**src/rtl/led_shift_pkg.sv**
```systemverilog
// Shared encodings for the LED shift engine: i_mode values, FSM states
// and the mode-to-state mapping used when a new mode is loaded.
package led_shift_pkg;

  localparam logic [1:0] MODE_ROTL  = 2'b00;
  localparam logic [1:0] MODE_ROTR  = 2'b01;
  localparam logic [1:0] MODE_PP    = 2'b10;
  localparam logic [1:0] MODE_FLASH = 2'b11;

  typedef enum logic [2:0] {
    IDLE    = 3'd0,
    ROT_L   = 3'd1,
    ROT_R   = 3'd2,
    PP_UP   = 3'd3,
    PP_DOWN = 3'd4,
    FLASH   = 3'd5
  } state_e;

  // Entry state for a freshly selected mode; ping-pong always starts upward.
  function automatic state_e mode_to_state(input logic [1:0] mode);
    case (mode)
      MODE_ROTL: return ROT_L;
      MODE_ROTR: return ROT_R;
      MODE_PP:   return PP_UP;
      default:   return FLASH;
    endcase
  endfunction

endpackage

```
**src/rtl/tick_edge_detect.sv**
```systemverilog
// Rising-edge detector: turns a level that may stay high for many cycles
// into a single-cycle tick on the cycle the level is first seen high.
module tick_edge_detect (
  input  logic clk,
  input  logic rst,
  input  logic i_level,
  output logic o_tick
);

  logic en_q;

  // Registered copy of the level, updated every cycle so a held level ticks once.
  // NOTE: asynchronous reset belongs in the sensitivity list; state uses <= only.
  always_ff @(posedge clk or posedge rst) begin
    if (rst) en_q <= 1'b0;
    else     en_q <= i_level;
  end

  assign o_tick = i_level & ~en_q;

endmodule

```
**src/rtl/led_shift_engine.sv**
```systemverilog
// LED pattern engine: rotate-left, rotate-right, ping-pong and flash
// patterns stepped once per rising edge of i_shift_enable while i_run is high.
module led_shift_engine #(
  parameter int NB_LEDS = 4
) (
  input  logic               clk,
  input  logic               rst,
  input  logic               i_shift_enable,
  input  logic               i_run,
  input  logic [1:0]         i_mode,
  output logic [NB_LEDS-1:0] o_leds,
  output logic               o_dir,
  output logic               o_wrap
);

  import led_shift_pkg::*;

  localparam logic [NB_LEDS-1:0] SEED_LO  = {{(NB_LEDS-1){1'b0}}, 1'b1};
  localparam logic [NB_LEDS-1:0] SEED_HI  = {1'b1, {(NB_LEDS-1){1'b0}}};
  localparam logic [NB_LEDS-1:0] ALL_ONES = {NB_LEDS{1'b1}};
  localparam logic [NB_LEDS-1:0] ALL_ZERO = {NB_LEDS{1'b0}};

  state_e             state_q, state_d;
  logic [1:0]         mode_q,  mode_d;
  logic [NB_LEDS-1:0] leds_q,  leds_d;
  logic               dir_q,   dir_d;
  logic               wrap_q,  wrap_d;

  logic               tick;
  logic               leds_onehot;
  logic [NB_LEDS-1:0] rot_l, rot_r, sh_l, sh_r;

  tick_edge_detect u_tick (
    .clk     (clk),
    .rst     (rst),
    .i_level (i_shift_enable),
    .o_tick  (tick)
  );

  assign leds_onehot = (leds_q != ALL_ZERO) && ((leds_q & (leds_q - SEED_LO)) == ALL_ZERO);
  assign rot_l = {leds_q[NB_LEDS-2:0], leds_q[NB_LEDS-1]};
  assign rot_r = {leds_q[0], leds_q[NB_LEDS-1:1]};
  assign sh_l  = {leds_q[NB_LEDS-2:0], 1'b0};
  assign sh_r  = {1'b0, leds_q[NB_LEDS-1:1]};

  // State and output registers; everything resets to the idle rotate-left seed.
  always_ff @(posedge clk or posedge rst) begin
    if (rst) begin
      state_q <= IDLE;
      mode_q  <= MODE_ROTL;
      leds_q  <= SEED_LO;
      dir_q   <= 1'b0;
      wrap_q  <= 1'b0;
    end else begin
      state_q <= state_d;
      mode_q  <= mode_d;
      leds_q  <= leds_d;
      dir_q   <= dir_d;
      wrap_q  <= wrap_d;
    end
  end

  // Next-state logic: load a seed on mode change, otherwise step the pattern.
  always_comb begin
    // NOTE: every output of this block gets a default first so no latch is inferred.
    state_d = state_q;
    mode_d  = mode_q;
    leds_d  = leds_q;
    dir_d   = dir_q;
    wrap_d  = 1'b0;

    if (tick && i_run) begin
      if (state_q == IDLE || i_mode != mode_q) begin
        mode_d  = i_mode;
        state_d = mode_to_state(i_mode);
        dir_d   = 1'b0;
        case (i_mode)
          MODE_ROTL, MODE_PP: leds_d = SEED_LO;
          MODE_ROTR:          leds_d = SEED_HI;
          default:            leds_d = ALL_ONES;
        endcase
      end else begin
        case (state_q)
          ROT_L: begin
            if (!leds_onehot) begin
              leds_d = SEED_LO;
            end else begin
              leds_d = rot_l;
              wrap_d = leds_q[NB_LEDS-1];
            end
          end
          ROT_R: begin
            if (!leds_onehot) begin
              leds_d = SEED_HI;
            end else begin
              leds_d = rot_r;
              wrap_d = leds_q[0];
            end
          end
          PP_UP: begin
            if (!leds_onehot || leds_q[NB_LEDS-1]) begin
              leds_d  = SEED_LO;
              state_d = PP_UP;
              dir_d   = 1'b0;
            end else begin
              leds_d = sh_l;
              if (sh_l[NB_LEDS-1]) begin
                state_d = PP_DOWN;
                dir_d   = 1'b1;
              end
            end
          end
          PP_DOWN: begin
            if (!leds_onehot || leds_q[0]) begin
              leds_d  = SEED_LO;
              state_d = PP_UP;
              dir_d   = 1'b0;
            end else begin
              leds_d = sh_r;
              if (sh_r[0]) begin
                state_d = PP_UP;
                dir_d   = 1'b0;
                wrap_d  = 1'b1;
              end
            end
          end
          FLASH: begin
            if (leds_q != ALL_ONES && leds_q != ALL_ZERO) begin
              leds_d = ALL_ONES;
            end else begin
              leds_d = ~leds_q;
              wrap_d = (leds_q == ALL_ZERO);
            end
          end
          default: begin
            state_d = IDLE;
          end
        endcase
      end
    end
  end

  assign o_leds = leds_q;
  assign o_dir  = dir_q;
  assign o_wrap = wrap_q;

endmodule
```
**config.mk**
```make
export PLATFORM = sky130hd
export DESIGN_NAME = led_shift_engine
export DESIGN_NICKNAME = d
export VERILOG_FILES = /design/src/rtl/led_shift_pkg.sv /design/src/rtl/tick_edge_detect.sv /design/src/rtl/led_shift_engine.sv
export SDC_FILE = /design/constraint.sdc
export NUM_CORES = 1
export LEC_CHECK = 0
export ABC_AREA = 1
export CORE_MARGIN = 8
export CORE_UTILIZATION = 56
export CTS_BUF_LIST = sky130_fd_sc_hd__clkbuf_4
export DETAILED_ROUTE_END_ITERATION = 16
export GPL_TIMING_DRIVEN = 0
export MAX_ROUTING_LAYER = met4
export PLACE_DENSITY = 0.87
export REMOVE_ABC_BUFFERS = 1
export SLEW_MARGIN = 20
export SYNTH_ARGS = -nofsm -noshare
export SYNTH_HDL_FRONTEND = slang
export SYNTH_SLANG_ARGS = --single-unit
```
**constraint.sdc**
```tcl
create_clock -name clk -period 1.7 [get_ports clk]
set_clock_uncertainty 0.1 [all_clocks]
set_input_delay 0.34 -clock clk [delete_from_list [all_inputs] [get_ports clk]]
set_output_delay 0.34 -clock clk [all_outputs]
set_load 0.01 [all_outputs]
```
==> results.py, run 1 <==
metrics = {
    "clock_network": {
        "cts_stage_hold_buffer_count": 0,
        "cts_tree": "built",
        "clk_root_buffer_cell": "sky130_fd_sc_hd__clkbuf_4",
        "cts_max_path_buffers": 2,
        "clkTransAtPathRegs_ps": 80,
        "clock_tree.htree_level_count": 1,
        "tritoncts.num_buffers": 3,
        "clock_latency_ps": 280,
        "cts_num_sinks": 12,
    },
    "setup_path": {
        "critical-path-top-delay-family": "buffers and inverters",
        "timing.critical_path.arrival_ps": 1240,
        "cp-end-kind": "primary output",
        "critical_path.startpoint_type": "register",
        "critical_path.max_stage_delay_ps": 550,
        "critical_path.cell_chain": "clkdlybuf4s50_1",
        "slowest_stage": "sky130_fd_sc_hd__clkdlybuf4s50_1",
        "worstPathMaxFanout": 4,
        "critical_path_required_ps": 1260,
        "worstPathBufferInverterCount": 1,
        "critPathKind": "reg -> out",
    },
    "logic_synthesis": {
        "ys_ff_latch": 12,
        "syn_inst": 164,
        "fraction_of_the_mapped_netlist_area_in_adder_cells": 0.05828,
        "synth_compound_area_frac": 0.1294,
        "syn-cell-area_um2": 1074,
        "ys.warnings.count": 0,
        "synth_ff_type": "sky130_fd_sc_hd__dfrtp_1",
        "synth_largest_type_area_fraction": 0.2564,
        "synth_xor_area_frac": 0.01515,
        "postSynthAreaPerCell_um2": 6.546,
        "synth_unique_cells": 28,
        "ys_seq_area_frac": 0.2809,
        "multiplexer_area_fraction_after_synthesis": 0,
        "synth-edff-count": 0,
        "synthTopCellsByArea": "sky130_fd_sc_hd__dfrtp_1 (26%), sky130_fd_sc_hd__nand2_1 (17%), sky130_fd_sc_hd__inv_1 (6.6%)",
        "largest_family_of_logic_cells_by_synthesized_area": "simple AND/OR/NAND/NOR gates",
        "ys_top_cells_by_count": "sky130_fd_sc_hd__nand2_1 (50), sky130_fd_sc_hd__inv_1 (19), sky130_fd_sc_hd__nor2_1 (16)",
        "synth-simple-area-share": 0.4196,
        "count_leader_synth": "sky130_fd_sc_hd__nand2_1",
        "synth.largest_area_cell": "sky130_fd_sc_hd__dfrtp_1",
        "ys_async_sr_fraction": 1.000,
    },
    "global_route": {
        "grt_max_degree": 13,
        "grt_pass1_vias": 1153,
        "grt_remaining_overflow": 0,
        "grt.total_usage": 0.1737,
        "grt_first_pass_wirelength_um": 4754,
        "initial_antenna_violation_count": 0,
    },
    "timing": {
        "peak_clock_frequency_supported_by_timing_mhz": 595.9,
        "number_of_endpoints_failing_setup_at_the_final_stage": 0,
        "finalHoldWorstSlack_ps": 254.8,
        "final-max-slew-violation-count": 0,
        "fin_ws_ps": 21.83,
        "setup_repair_after_global_routing_missed_its_margin": "yes",
        "totalNegativeSetupSlack_ps": 0,
        "min_period_over_period": 0.9872,
        "final_period_minus_worst_setup_slack_ps": 1678,
        "max_slew.worst_pin.slew_ps": 463.9,
        "finalHoldViolCount": 0,
        "timing.slew.headroom": 0.6904,
    },
    "routing": {
        "vias_post_dr": 1144,
        "viasPerCell": 5.296,
        "detail_route.wirelength_um": 2734,
        "routed_wire_length_per_instance_um": 12.66,
        "detailedRoute.firstPassIterationCount": 4,
        "drt.antenna.violating_nets": 0,
        "dr.first_iter.drc_count": 32,
        "drc": 0,
    },
    "job": {
        "drv_cap": 0,
    },
    "placed_design": {
        "dpl.hpwl_um": 2070,
        "dpl_worst_slack_ps": -354.2,
        "port-buffer-count": 11,
        "gp_routability_congestion": 0.8912,
    },
    "layout": {
        "finalCoreUtilization": 0.7274,
        "filler_cell_count": 175,
        "fin_nets": 201,
        "drive_above_1_share": 0.2646,
        "num_antenna_cells": 0,
        "layout-area-overhead-vs-synth_pct": 27.51,
    },
    "run_status": {
        "run_status": "finished clean",
    },
    "pwr": {
        "total_power_w": 0.001503,
        "power_per_cell_area_nw_per_um2": 1098,
        "vdd_drop_max_v": 0.0007308,
        "power_leakage_nw": 0.6919,
    },
    "floorplanning": {
        "core_region_area_um2": 1882,
        "std_cell_rows": 16,
        "die-area_um2": 3574,
        "die_x_um": 59.79,
        "chipHeight_um": 59.79,
        "initial_utilization": 0.5705,
        "i_o_pin_cnt": 12,
    },
    "min_path": {
        "min_path_type": "in -> async",
    },
}
## report_power, final
group / internal, W / leakage, nW / switching [W] / total, W
logic: 0.000341 / 0.534 / 0.000527 / 0.000868
clock network: 0.0000853 / 0.0154 / 0.000102 / 0.000187
registers: 0.000355 / 0.143 / 0.0000939 / 0.000448
## sequential cells by signal, summed over array words and instances (netlist names)
name and cells:
o_leds 4, state_q 3, mode_q 2, o_dir 1, o_wrap 1, u_tick.en_q 1
## cell type report
type,instances,area (um^2),area share
tap,27,33.78,0.02468
sequential,12,306.5,0.2239
timing repair buffer,21,186.4,0.1362
inverter,27,108.9,0.07952
clock buffer,3,22.52,0.01645
clock inverter,1,3.754,0.002742
multi-input combinational,125,706.9,0.5165
## path summary, 6_finish.rpt
check	startpoint	end	slack, ps	depth (start not counted)
worst min register to register	o_dir$_DFFE_PP0P_	o_dir$_DFFE_PP0P_	380	2
worst min-delay path	rst	state_q[2]$_DFFE_PP0P_	250	2
worst max register to register	o_leds[2]$_DFFE_PP0P_	state_q[2]$_DFFE_PP0P_	80	9
max in group asynchronous	rst	o_leds[0]$_DFFE_PP1P_	890	2
worst max-delay path	o_leds[2]$_DFFE_PP0P_	o_leds[2]	20	1
min in group clk	o_dir$_DFFE_PP0P_	o_dir$_DFFE_PP0P_	380	2
## repair_timing
| action | CTS | global route |
|---|---|---|
| pin swaps | 3 | 4 |
| resized for setup | 8 | 17 |
| endpoints found under the setup margin | 9 | 7 |
| setup buffers | 5 | 5 |
## worst reg2reg max path, stage by stage, from the launching register on
cell and delay (ps):
sky130_fd_sc_hd__dfrtp_2 440, sky130_fd_sc_hd__buf_6 140, sky130_fd_sc_hd__nor2_1 180, sky130_fd_sc_hd__nand2_2 110, sky130_fd_sc_hd__nand4_1 140, sky130_fd_sc_hd__nor2_1 50, sky130_fd_sc_hd__nand2_1 90, sky130_fd_sc_hd__nand3_2 120
sky130_fd_sc_hd__nand2_1 90, sky130_fd_sc_hd__o21ai_1 60
## metal layers
metal | routed length (um) | vias to the layer above | track usage
met5 | 0 | - | -
met4 | 64 | 0 | 0.07483
met3 | 53 | 7 | 0.01935
met2 | 1408 | 16 | 0.3015
met1 | 1208 | 544 | 0.1958
li1 | - | 577 | -
## through the flow
step                      instance area (um^2)  instances
final                                     1369        216
after global routing                      1369        216
after CTS                                 1282        211
after detailed placement                  1217        202
after global placement                    1217        202
after floorplan                           1074        164
## cells by family after synthesis
group	count (synthesis)
AO/OA/AOI/OAI	23
XOR/XNOR	1
adder cells (fa/ha/maj)	5
buffers and inverters	27
flip-flops	12
AND/OR/NAND/NOR	96
## cells in the final DEF (no fill, tap or decap), drive strengths merged
cell / netlist / layout
dlygate4sd2: 0 / 4
a21oi: 12 / 12
inv: 27 / 27
a31oi: 2 / 2
clkdlybuf4s50: 0 / 6
nor3: 2 / 2
dfstp: 1 / 1
ha: 5 / 5
o211ai: 1 / 1
or2: 2 / 2
o22ai: 1 / 1
dfrtp: 11 / 11
nor2: 19 / 19
buf: 0 / 10
nand3: 12 / 12
o21ai: 6 / 6
o21a: 1 / 1
nand4: 7 / 7
nand2: 54 / 54
xnor2: 1 / 1
dlymetal6s2s: 0 / 1
clkbuf: 0 / 3
clkinv: 0 / 1
No activity file was read; power rests on OpenSTA's default activity.
==> run 2: changes to the inputs <==
- CAP_MARGIN: not set -> 20
==> results of run 2 <==
The final DEF is identical to that of run 1; final timing and power are the same.
